`src/rtl/dual_rail_inject_arb.sv`:
```
// Two-requester round-robin arbiter that injects words into a dual-rail
// four-phase asynchronous pipeline, with dr_ack synchronizer and watchdog.
module dual_rail_inject_arb #(
    parameter int WIDTH       = 4,
    parameter int SYNC_STAGES = 2,
    parameter int TIMEOUT     = 255
) (
    input  logic                 clk,
    input  logic                 rst,
    input  logic                 req0_valid,
    input  logic [WIDTH-1:0]     req0_data,
    output logic                 req0_ready,
    input  logic                 req1_valid,
    input  logic [WIDTH-1:0]     req1_data,
    output logic                 req1_ready,
    output logic [2*WIDTH-1:0]   dr_data,
    input  logic                 dr_ack,
    output logic                 busy,
    output logic                 timeout_err
);

    localparam int WD_W = (TIMEOUT > 2) ? $clog2(TIMEOUT) : 1;
    localparam logic [WD_W-1:0] WD_LAST = WD_W'(TIMEOUT - 1);

    typedef enum logic [2:0] {
        WAIT_RTZ,
        IDLE,
        DATA,
        NULL,
        ERR
    } state_t;

    state_t                 state_q, state_d;
    logic [SYNC_STAGES-1:0] sync_q, sync_d;
    logic                   last_grant_q, last_grant_d;
    logic [2*WIDTH-1:0]     dr_data_q, dr_data_d;
    logic [WD_W-1:0]        wd_q, wd_d;
    logic                   timeout_err_q, timeout_err_d;

    logic                   ack_s;
    logic                   pick1;
    logic                   grant0;
    logic                   grant1;
    logic [WD_W-1:0]        wd_inc;
    logic                   wd_expired;

    // One rail per bit high: true rail carries the bit, false rail its complement.
    function automatic logic [2*WIDTH-1:0] encode(input logic [WIDTH-1:0] w);
        logic [2*WIDTH-1:0] r;
        r = '0;
        for (int i = 0; i < WIDTH; i++) begin
            r[2*i+1] = w[i];
            r[2*i]   = ~w[i];
        end
        return r;
    endfunction

    assign ack_s = sync_q[SYNC_STAGES-1];

    always_comb begin
        sync_d     = {sync_q[SYNC_STAGES-2:0], dr_ack};
        // last_grant_q=1 means requester 1 was served last, so requester 0 wins a tie.
        pick1      = req1_valid & (~req0_valid | ~last_grant_q);
        grant0     = (state_q == IDLE) & ~rst & req0_valid & ~pick1;
        grant1     = (state_q == IDLE) & ~rst & pick1;
        wd_inc     = wd_q + 1'b1;
        wd_expired = (wd_inc == WD_LAST);
    end

    always_comb begin
        state_d       = state_q;
        last_grant_d  = last_grant_q;
        dr_data_d     = dr_data_q;
        case (state_q)
            WAIT_RTZ: begin
                if (!ack_s)
                    state_d = IDLE;
                else if (wd_expired)
                    state_d = ERR;
            end
            IDLE: begin
                if (grant0 || grant1) begin
                    state_d      = DATA;
                    last_grant_d = grant1;
                    dr_data_d    = encode(grant1 ? req1_data : req0_data);
                end
            end
            DATA: begin
                if (ack_s) begin
                    state_d   = NULL;
                    dr_data_d = '0;
                end else if (wd_expired) begin
                    state_d   = ERR;
                    dr_data_d = '0;
                end
            end
            NULL: begin
                if (!ack_s)
                    state_d = IDLE;
                else if (wd_expired)
                    state_d = ERR;
            end
            ERR: begin
                dr_data_d = '0;
            end
            default: begin
                state_d   = WAIT_RTZ;
                dr_data_d = '0;
            end
        endcase

        if (state_d != state_q)
            wd_d = '0;
        else if (state_q == WAIT_RTZ || state_q == DATA || state_q == NULL)
            wd_d = wd_inc;
        else
            wd_d = '0;

        timeout_err_d = timeout_err_q | (state_d == ERR);
    end

    always_ff @(posedge clk) begin
        if (rst) begin
            state_q       <= WAIT_RTZ;
            sync_q        <= '1;
            last_grant_q  <= 1'b1;
            dr_data_q     <= '0;
            wd_q          <= '0;
            timeout_err_q <= 1'b0;
        end else begin
            state_q       <= state_d;
            sync_q        <= sync_d;
            last_grant_q  <= last_grant_d;
            dr_data_q     <= dr_data_d;
            wd_q          <= wd_d;
            timeout_err_q <= timeout_err_d;
        end
    end

    assign req0_ready  = grant0;
    assign req1_ready  = grant1;
    assign dr_data     = dr_data_q;
    assign busy        = (state_q != IDLE);
    assign timeout_err = timeout_err_q;

endmodule

```
`config.mk`:
```
export PLATFORM = sky130hd
export DESIGN_NAME = dual_rail_inject_arb
export DESIGN_NICKNAME = d
export VERILOG_FILES = /design/src/rtl/dual_rail_inject_arb.sv
export SDC_FILE = /design/constraint.sdc
export NUM_CORES = 1
export LEC_CHECK = 0
export BUFFER_PORTS_ARGS = -buffer_cell sky130_fd_sc_hd__buf_2
export CORE_ASPECT_RATIO = 1.2
export CORE_MARGIN = 2
export CORE_UTILIZATION = 45
export DETAILED_ROUTE_END_ITERATION = 8
export PLACE_DENSITY = 0.67
export SYNTH_ARGS = -nofsm -noshare
export SYNTH_HDL_FRONTEND = slang
export SYNTH_SLANG_ARGS = --single-unit
```
`constraint.sdc`:
```
create_clock -name clk -period 2.6 [get_ports clk]
set_input_delay 0.39 -clock clk [delete_from_list [all_inputs] [get_ports clk]]
set_output_delay 0.39 -clock clk [all_outputs]
set_load 0.005 [all_outputs]
```
# --- Word-level counts from Yosys, hierarchy flattened ---
# Index checks and enable logic that the tools add are counted.
# Widths: inputs -> output; s select.
totals:
  register_bits: 23
  in_bits: 13
  output_inout_bits: 12
classes:
  addsub: 1
  eq_ne: 10
  n_mux: 10
  n_bitwise: 17
  reduce_logical: 8
op_table:
  columns: ["operator", "count"]
  rows:
  - ["$mux 8", 3]
  - ["$pmux 8 s3", 1]
  - ["$mux 3", 4]
  - ["$pmux 3 s4", 1]
  - ["$not 1->1", 10]
  - ["$add 8x1->8 const B", 1]
  - ["$eq 8x8->1 const B", 1]
  - ["$eq 3x2->1 const B", 2]
  - ["$eq 3x3->1 const B", 2]
  - ["$and 1x1->1", 5]
  - ["$mux 4", 1]
  - ["$eq 3x1->1 const B", 1]
  - ["$logic_not 3->1", 1]
  - ["$logic_or 1x1->1", 3]
  - ["$ne 3x1->1 const B", 1]
  - ["$ne 3x3->1", 1]
  - ["$ne 3x3->1 const B", 1]
  - ["$reduce_and 3->1", 1]
  - ["$reduce_or 3->1", 1]
  - ["$ne 2x1->1 const B", 1]
  - ["$or 1x1->1", 2]
  - ["$reduce_and 2->1", 1]
  - ["$reduce_or 2->1", 1]

# --- Depth between registers and ports, before layout ---
# Gate-level depths: netlist of the first run.
logic_depth:
  word_depth: 10
  depth_mapped: 7

# --- Worst setup path before layout of the first run ---
# Ideal clock, no wire load.
synth_path:
  kind: "reg2reg"
  startpoint: "register wd_q[0]"
  endpoint: "register timeout_err_q, in the netlist timeout_err"
  setup_time_ns: 0.070
  t_arrival_ns: 1.751
  t_required_ns: 2.530
  slack_ns: 0.779
  path_stages_with_launch: 6
  n_path_buf: 0
  period_less_slack_ns: 1.821
  cell_sequence: "dfxtp_1 > nand2_2 > or3_1 > a211o_1 > or4_1 > a21oi_1"
synth_via:
  elab_chain_cells: 7
  word_cells_on_any_way: 8
synth_rtl:
  columns: ["element", "line_no", "text"]
  rows:
  - ["start, declared", "37", "logic [WD_W-1:0] wd_q, wd_d;"]
  - ["start signal, assigned", "135", "wd_q <= wd_d;"]
  - ["$add 8x1->8 (*)", "66", "wd_inc = wd_q + 1'b1;"]
  - ["$eq 8x8->1 (*)", "67", "wd_expired = (wd_inc == WD_LAST);"]
  - ["$mux 3 (*)", "78, 92, 100", null]
  - ["$mux 3 (on tied branches)", "98, 89", null]
  - ["$pmux 3 s4 (*)", "74", "case (state_q)"]
  - ["$eq 3x3->1 (*)", "119", "timeout_err_d = timeout_err_q | (state_d == ERR);"]
  - ["$or 1x1->1 (*)", "119", null]
  - ["end signal, assigned", "136", "timeout_err_q <= timeout_err_d;"]
  - ["end, declared", "38", "logic timeout_err_q, timeout_err_d;"]
# Mark *: on every way between the ends. The rest lies on a longest branch, timed or not.
# A chain may end at the register's enable or synchronous reset.

# --- Final worst setup path of the first run ---
layout_path:
  startpoint: "register wd_q[0]"
  endpoint: "register wd_q[6]"
layout_via:
  elab_chain_cells: 7
  word_cells_on_any_way: 8
layout_rtl:
  columns: ["element", "line_no", "text"]
  rows:
  - ["$add 8x1->8 (*)", "66", null]
  - ["$eq 8x8->1", "67", null]
  - ["$mux 3", "78, 92, 100", null]
  - ["$mux 3 (on tied branches)", "98, 89", null]
  - ["$pmux 3 s4", "74", null]
  - ["$ne 3x3->1", "112", "if (state_d != state_q)"]
  - ["$reduce_or 3->1 (no line)", null, null]
# Marks and branches as above.

==> results of run 1 <==
==> where the power goes <==
group	switching [W]	internal, W
logic	0.000169	0.000112
clock network	0.000110	0.0000575
registers	0.0000642	0.000395
total	0.000344	0.000564
==> per-stage QoR <==
step / std cells / setup WS [ps] / power [W] / utilization, %
detailed placement: 203 / 446 / 0.000746 / 52.8
finish: 207 / 439 / 0.000908 / 53.9
floorplan: 156 / 779 / 0.000673 / -
global placement: 203 / 559 / 0.000737 / 52.8
CTS: 207 / 419 / 0.000914 / 53.9
global route: 207 / 213 / 0.000972 / 53.9
==> logic make-up after synthesis <==
kind of cell,count (synthesis),share of synthesized area (%)
AO/OA/AOI/OAI,31,14.6
XOR/XNOR,6,4.24
adder cells (fa/ha/maj),2,2.02
buffers and inverters,17,5.25
flip-flops,23,37.2
multiplexers,4,3.23
AND/OR/NAND/NOR,73,33.4
==> cell type report <==
type | instances | area [sq um]
Clock inverter | 1 | 5.00
Multi-Input combinational cell | 116 | 713
Timing Repair Buffer | 24 | 120
Clock buffer | 3 | 22.5
Inverter | 7 | 26.3
Sequential cell | 23 | 460
Fill cell | 279 | 1190
Tap cell | 33 | 41.3
==> cells in the final DEF, fill, tap and decap left out, drive strengths merged, types with 6 or more instances in the layout <==
| master | synthesis | routed |
|---|---|---|
| a21oi | 8 | 8 |
| nand3 | 20 | 20 |
| buf | 1 | 24 |
| nor2 | 11 | 11 |
| dfxtp | 23 | 23 |
| nor3b | 8 | 8 |
| nand3b | 9 | 9 |
| o21ai | 14 | 14 |
| or3 | 6 | 6 |
| inv | 7 | 7 |
==> state kept, by name, summed over array words and instances, names as in the netlist <==
| name | count |
|---|---|
| dr_data | 8 |
| last_grant_q | 1 |
| state_q | 3 |
| sync_q | 2 |
| timeout_err | 1 |
| wd_q | 8 |
==> worst paths after layout <==
check                           slack [ps]                  from  cells after the start                    to
worst max-delay path                   440    wd_q[0]$_SDFF_PP0_                      6    wd_q[6]$_SDFF_PP0_
worst min-delay path                   250                dr_ack                      2  sync_q[0]$_SDFF_PP1_
worst max register to register         440    wd_q[0]$_SDFF_PP0_                      6    wd_q[6]$_SDFF_PP0_
worst min register to register         430  sync_q[0]$_SDFF_PP1_                      1  sync_q[1]$_SDFF_PP1_
==> critical path, delay by kind of cell, from the launching register on <==
kind | cells | cell delay, ps
flops | 1 | 450
compound gates | 2 | 960
xor+xnor | 1 | 170
simple gates | 2 | 220
fa+ha+maj | 1 | 260
==> layer usage <==
| layer | track usage [%] | share of wire, % | vias up |
|---|---|---|---|
| met5 | 0 | 0 | - |
| met1 | 22.8 | 45 | 542 |
| met3 | 2.67 | 3.5 | 4 |
| met2 | 32.2 | 51 | 20 |
| li1 | - | - | 588 |
| met4 | 6.77 | 1.2 | 0 |
==> metrics.txt, run 1 <==
Rel. slew slack=62.1%; Synthesized Nets=171; # IOs=25; P_leak=0.555 nW; die area=0.00319 sq mm; hold_buf cts=0; critical path class=flip-flop to flip-flop; GRT overflow=0; Syn Std Cell Area=0.00124 sq mm; Max-Cap Viols=0; Die W=51.9 um; RSZ-0062 raised after global routing=no; fin. max-slew vios=0; post-CTS setup buffers=0; run status=finished, final reports clean; most common cell in the synthesized netlist=dfxtp_1; CP peak stage delay=520 ps; Synth area leaders=dfxtp_1 37%, nand3_1 8.1%, nand3b_1 5.5%; Crit path arrival time=2350 ps; routability cong.=0.787; Clock Sinks=23; Avg Vias per Cell=5.57; initial antenna violation count=0; Core ar.=0.00258 sq mm; Tot GR Track Use=18.3%; YS warnings=0; # DRC=0; synth unique cells=34; DP Area=0.00136 sq mm; Critical Path End Type=flip-flop; hold_ws=248 ps; Row Count=20; # nets final=190; Async SR Flop Fraction=0%; Skew-Pair Late Insertion Delay=310 ps; crit path max-delay cell type=o21ai_1; Top FF cell, synth=dfxtp_1; layout cells sized above 1=18.4%; Worst EP required=2790 ps; Startpoint Class=flip-flop; Critical Path Fanout Max=13; cts repair resizes=0; final setup violation count=0; Worst Hold Class=primary input to flip-flop; Wirelength per Cell=12.7 um; final setup skew=2.51 ps; sequential cell area fraction in the yosys report=37.2%; Syn-to-layout area delta=12.1%; Fmax=463 MHz; Setup TNS Final=0 ps; clock buffer depth=2; I/O Buffers=24; CTS tree=done; Initial Util=48.1%; vias in the first global route=1,038; period utilisation layout=83.1%; DR pass1 iterations=4; Detailed Route WL=2640 um; antenna-violating nets left=0; pwr dens=654 mW/mm^2; CTS Buf Count=3; Starting DRT DRC Count=28; Post-Synthesis Cells=156; Post-synth top cells=23 x dfxtp_1, 20 x nand3_1, 13 x o21ai_0; Peak VDD IR=0.373 mV; area share of the largest cell type after synthesis=37.2%; hpwl dp=1900 um; first-pass GRT wire length=4440 um; H-tree levels=1; Yosys top cell by area=dfxtp_1; n_diodes=0; Post-synth EDFFs=0; mean cell area of the mapped netlist=7.94 sq um; Finished Cell Area=0.00139 sq mm; Die Span Y=61.5 um; final hold violation count=0; flops & latches, synth=23; DR vias=1,154; critical path, cell by cell=ha_1 > nand3_1 > xor2_1 > a211o_1 > o21ai_1 > nor2_1; Least-Margin Pin Slew=569 ps; crit path time final=2160 ps; largest net degree at the start of global routing=28; Reg clk slew, reported paths=130 ps; clk root buf=clkbuf_4
(Power assumes the default switching activity.)
==> inputs of run 2 (changes only) <==
--- a/config.mk
+++ b/config.mk
@@ -10,7 +10,7 @@
 export CORE_MARGIN = 2
 export CORE_UTILIZATION = 45
 export DETAILED_ROUTE_END_ITERATION = 8
-export PLACE_DENSITY = 0.67
+export PLACE_DENSITY = 0.7
 export SYNTH_ARGS = -nofsm -noshare
 export SYNTH_HDL_FRONTEND = slang
 export SYNTH_SLANG_ARGS = --single-unit
==> constraint.sdc (replaced) <==
create_clock -name clk -period 1.97 [get_ports clk]
set_input_delay 0.2955 -clock clk [delete_from_list [all_inputs] [get_ports clk]]
set_output_delay 0.2955 -clock clk [all_outputs]
set_load 0.005 [all_outputs]
==> run 2 against run 1 <==
Net effect: count of clock-buffer cells in the layout rose by 1; critical path depth fell by 1; clock power rose by 28%; maximum frequency rose by 17%; first-iteration DRC count fell by 14%; global-route usage fell by 0.69 points; routed wire length fell by 2.3%; total power rose by 36%; setup slack got worse by 320 ps; sequential power rose by 28%; critical path type unchanged; largest power group unchanged; highest routed layer unchanged.
==> metrics.txt, run 2 (same netlist as run 1, synthesis figures left out) <==
Tot GR Track Use=17.7% (-0.69 points); hold_sp=dr_ack; Row Count=20 (unchanged); Wirelength per Cell=12.1 um (-5.0%); Fmax=540 MHz (+17%); # nets final=196 (+3.2%); Avg Vias per Cell=5.47 (-1.9%); Core ar.=0.00258 sq mm (unchanged); dpl cells=209 (+3.0%); CP peak stage delay=500 ps (-20 ps); final setup skew=6.01 ps (+3.50 ps); reg2reg setup slack=120 ps (-320 ps); Die Span Y=61.5 um (unchanged); Initial Util=48.1% (unchanged); Reg clk slew, reported paths=130 ps (about the same); final setup violation count=0 (unchanged); grt met2 use=30.4% (-1.8 points); CTS tree=done; crit path max-delay cell type=or4_1; most common cell after layout, fill and taps aside=buf_2; clock buffer depth=2 (unchanged); GRT busiest layer=met2; Critical Path Fanout Max=3 (-10); critical path class=flip-flop to flip-flop; Skew-Pair Late Insertion Delay=300 ps (about the same); pwr dens=860 mW/mm^2 (+32%); Clock Sinks=23 (unchanged); Least-Margin Pin Slew=429 ps (-140 ps); crit path time final=1850 ps (-309 ps); largest net degree at the start of global routing=28 (unchanged); Detailed Route WL=2580 um (-2.3%); r2r startpoint=wd_q[4]$_SDFF_PP0_; CTS Buf Count=3 (unchanged); hold_buf cts=0 (unchanged); Max-Cap Viols=0 (unchanged); Critical Path End Type=flip-flop; DR vias=1,165 (+0.95%); commonest cells after routing, fill and taps aside=24 x buf_2, 20 x nand3_1, 20 x dfxtp_1; Rel. slew slack=71.1% (+9.0 points); die area=0.00319 sq mm (unchanged); Starting DRT DRC Count=24 (-14%); critical path, cell by cell=nand3_1 > or3_1 > a211o_1 > or4_1 > a21oi_1; H-tree levels=1 (unchanged); Worst EP required=2210 ps (-580 ps); final hold violation count=0 (unchanged); routability cong.=0.783 (-0.47%); vias in the first global route=1,020 (-1.7%); Peak VDD IR=0.506 mV (+35%); first-pass GRT wire length=4280 um (-3.6%); Setup TNS Final=0 ps (unchanged); cell family with most CP delay=simple AND/OR/NAND/NOR gates; crit path launch=wd_q[4]$_SDFF_PP0_; clk root buf=clkbuf_4; cts repair resizes=0 (unchanged); run status=finished, final reports clean; I/O Buffers=24 (unchanged); period utilisation layout=94.0% (+11 points); # DRC=0 (unchanged); GRT overflow=0 (unchanged); CP Buf/Inv Count=0 (unchanged); layout cells sized above 1=22.8% (+4.4 points); Die W=51.9 um (unchanged); Worst Hold Class=primary input to flip-flop; met1 usage=22.3% (-0.50 points); Crit path arrival time=2100 ps (-250 ps); P_leak=0.580 nW (+4.4%); antenna-violating nets left=0 (unchanged); DR pass1 iterations=4 (unchanged); hpwl dp=1880 um (-0.86%); n_diodes=0 (unchanged); Syn-to-layout area delta=16.2%; post-CTS setup buffers=0 (unchanged); met3 Resource Use GR=2.18% (-0.49 points); initial antenna violation count=0 (unchanged); fin. max-slew vios=0 (unchanged); RSZ-0062 raised after global routing=no; Non-Filler Instances=213 (+2.9%); # IOs=25 (unchanged); Startpoint Class=flip-flop
[run 2: path summary, 6_finish.rpt]
| kind | end | depth (start not counted) |
|---|---|---|
| worst max register to register | timeout_err$_SDFF_PP0_ | 5 |
| worst min register to register | sync_q[1]$_SDFF_PP1_ | 1 |
| worst max-delay path | timeout_err$_SDFF_PP0_ | 5 |
| worst min-delay path | sync_q[0]$_SDFF_PP1_ | 2 |
[run 2: per-stage QoR]
| stage | setup slack (ps) | cell area, sq um | util [%] | power, W | hold slack [ps] |
|---|---|---|---|---|---|
| floorplan | 149 | 1240 | - | 0.000888 | 389 |
| global placement | 144 | 1410 | 54.6 | 0.00101 | 398 |
| detailed placement | 99.8 | 1410 | 54.6 | 0.00102 | 402 |
| CTS | 70.8 | 1430 | 55.6 | 0.00124 | 160 |
| global route | 16.2 | 1440 | 55.8 | 0.00133 | 166 |
| finish | 118 | 1440 | 55.8 | 0.00124 | 166 |
[run 2: worst reg2reg max path: cells and delay by family (launching register included)]
family           cells  cell delay (ps)
AO/OA/AOI/OAI        2              450
AND/OR/NAND/NOR      3              960
flip-flops           1              380
[run 2: area by class of cell]
| class | instances | area, sq um |
|---|---|---|
| Clock buffer | 4 | 26.3 |
| Fill cell | 249 | 1140 |
| Inverter | 7 | 26.3 |
| Multi-Input combinational cell | 116 | 716 |
| Sequential cell | 23 | 464 |
| Tap cell | 33 | 41.3 |
| Timing Repair Buffer | 30 | 165 |
[run 2: per-layer routing]
metal  up-vias  share of wire (%)
li1        600                  -
met1       530                 45
met2        33                 50
met3         2                5.0
met4         0               0.54
met5         -                  0
[run 2: report_power, final]
part / switching, W / internal (W)
Sequential: 0.0000606 / 0.000525
Combinational: 0.000255 / 0.000182
Clock: 0.000136 / 0.0000788
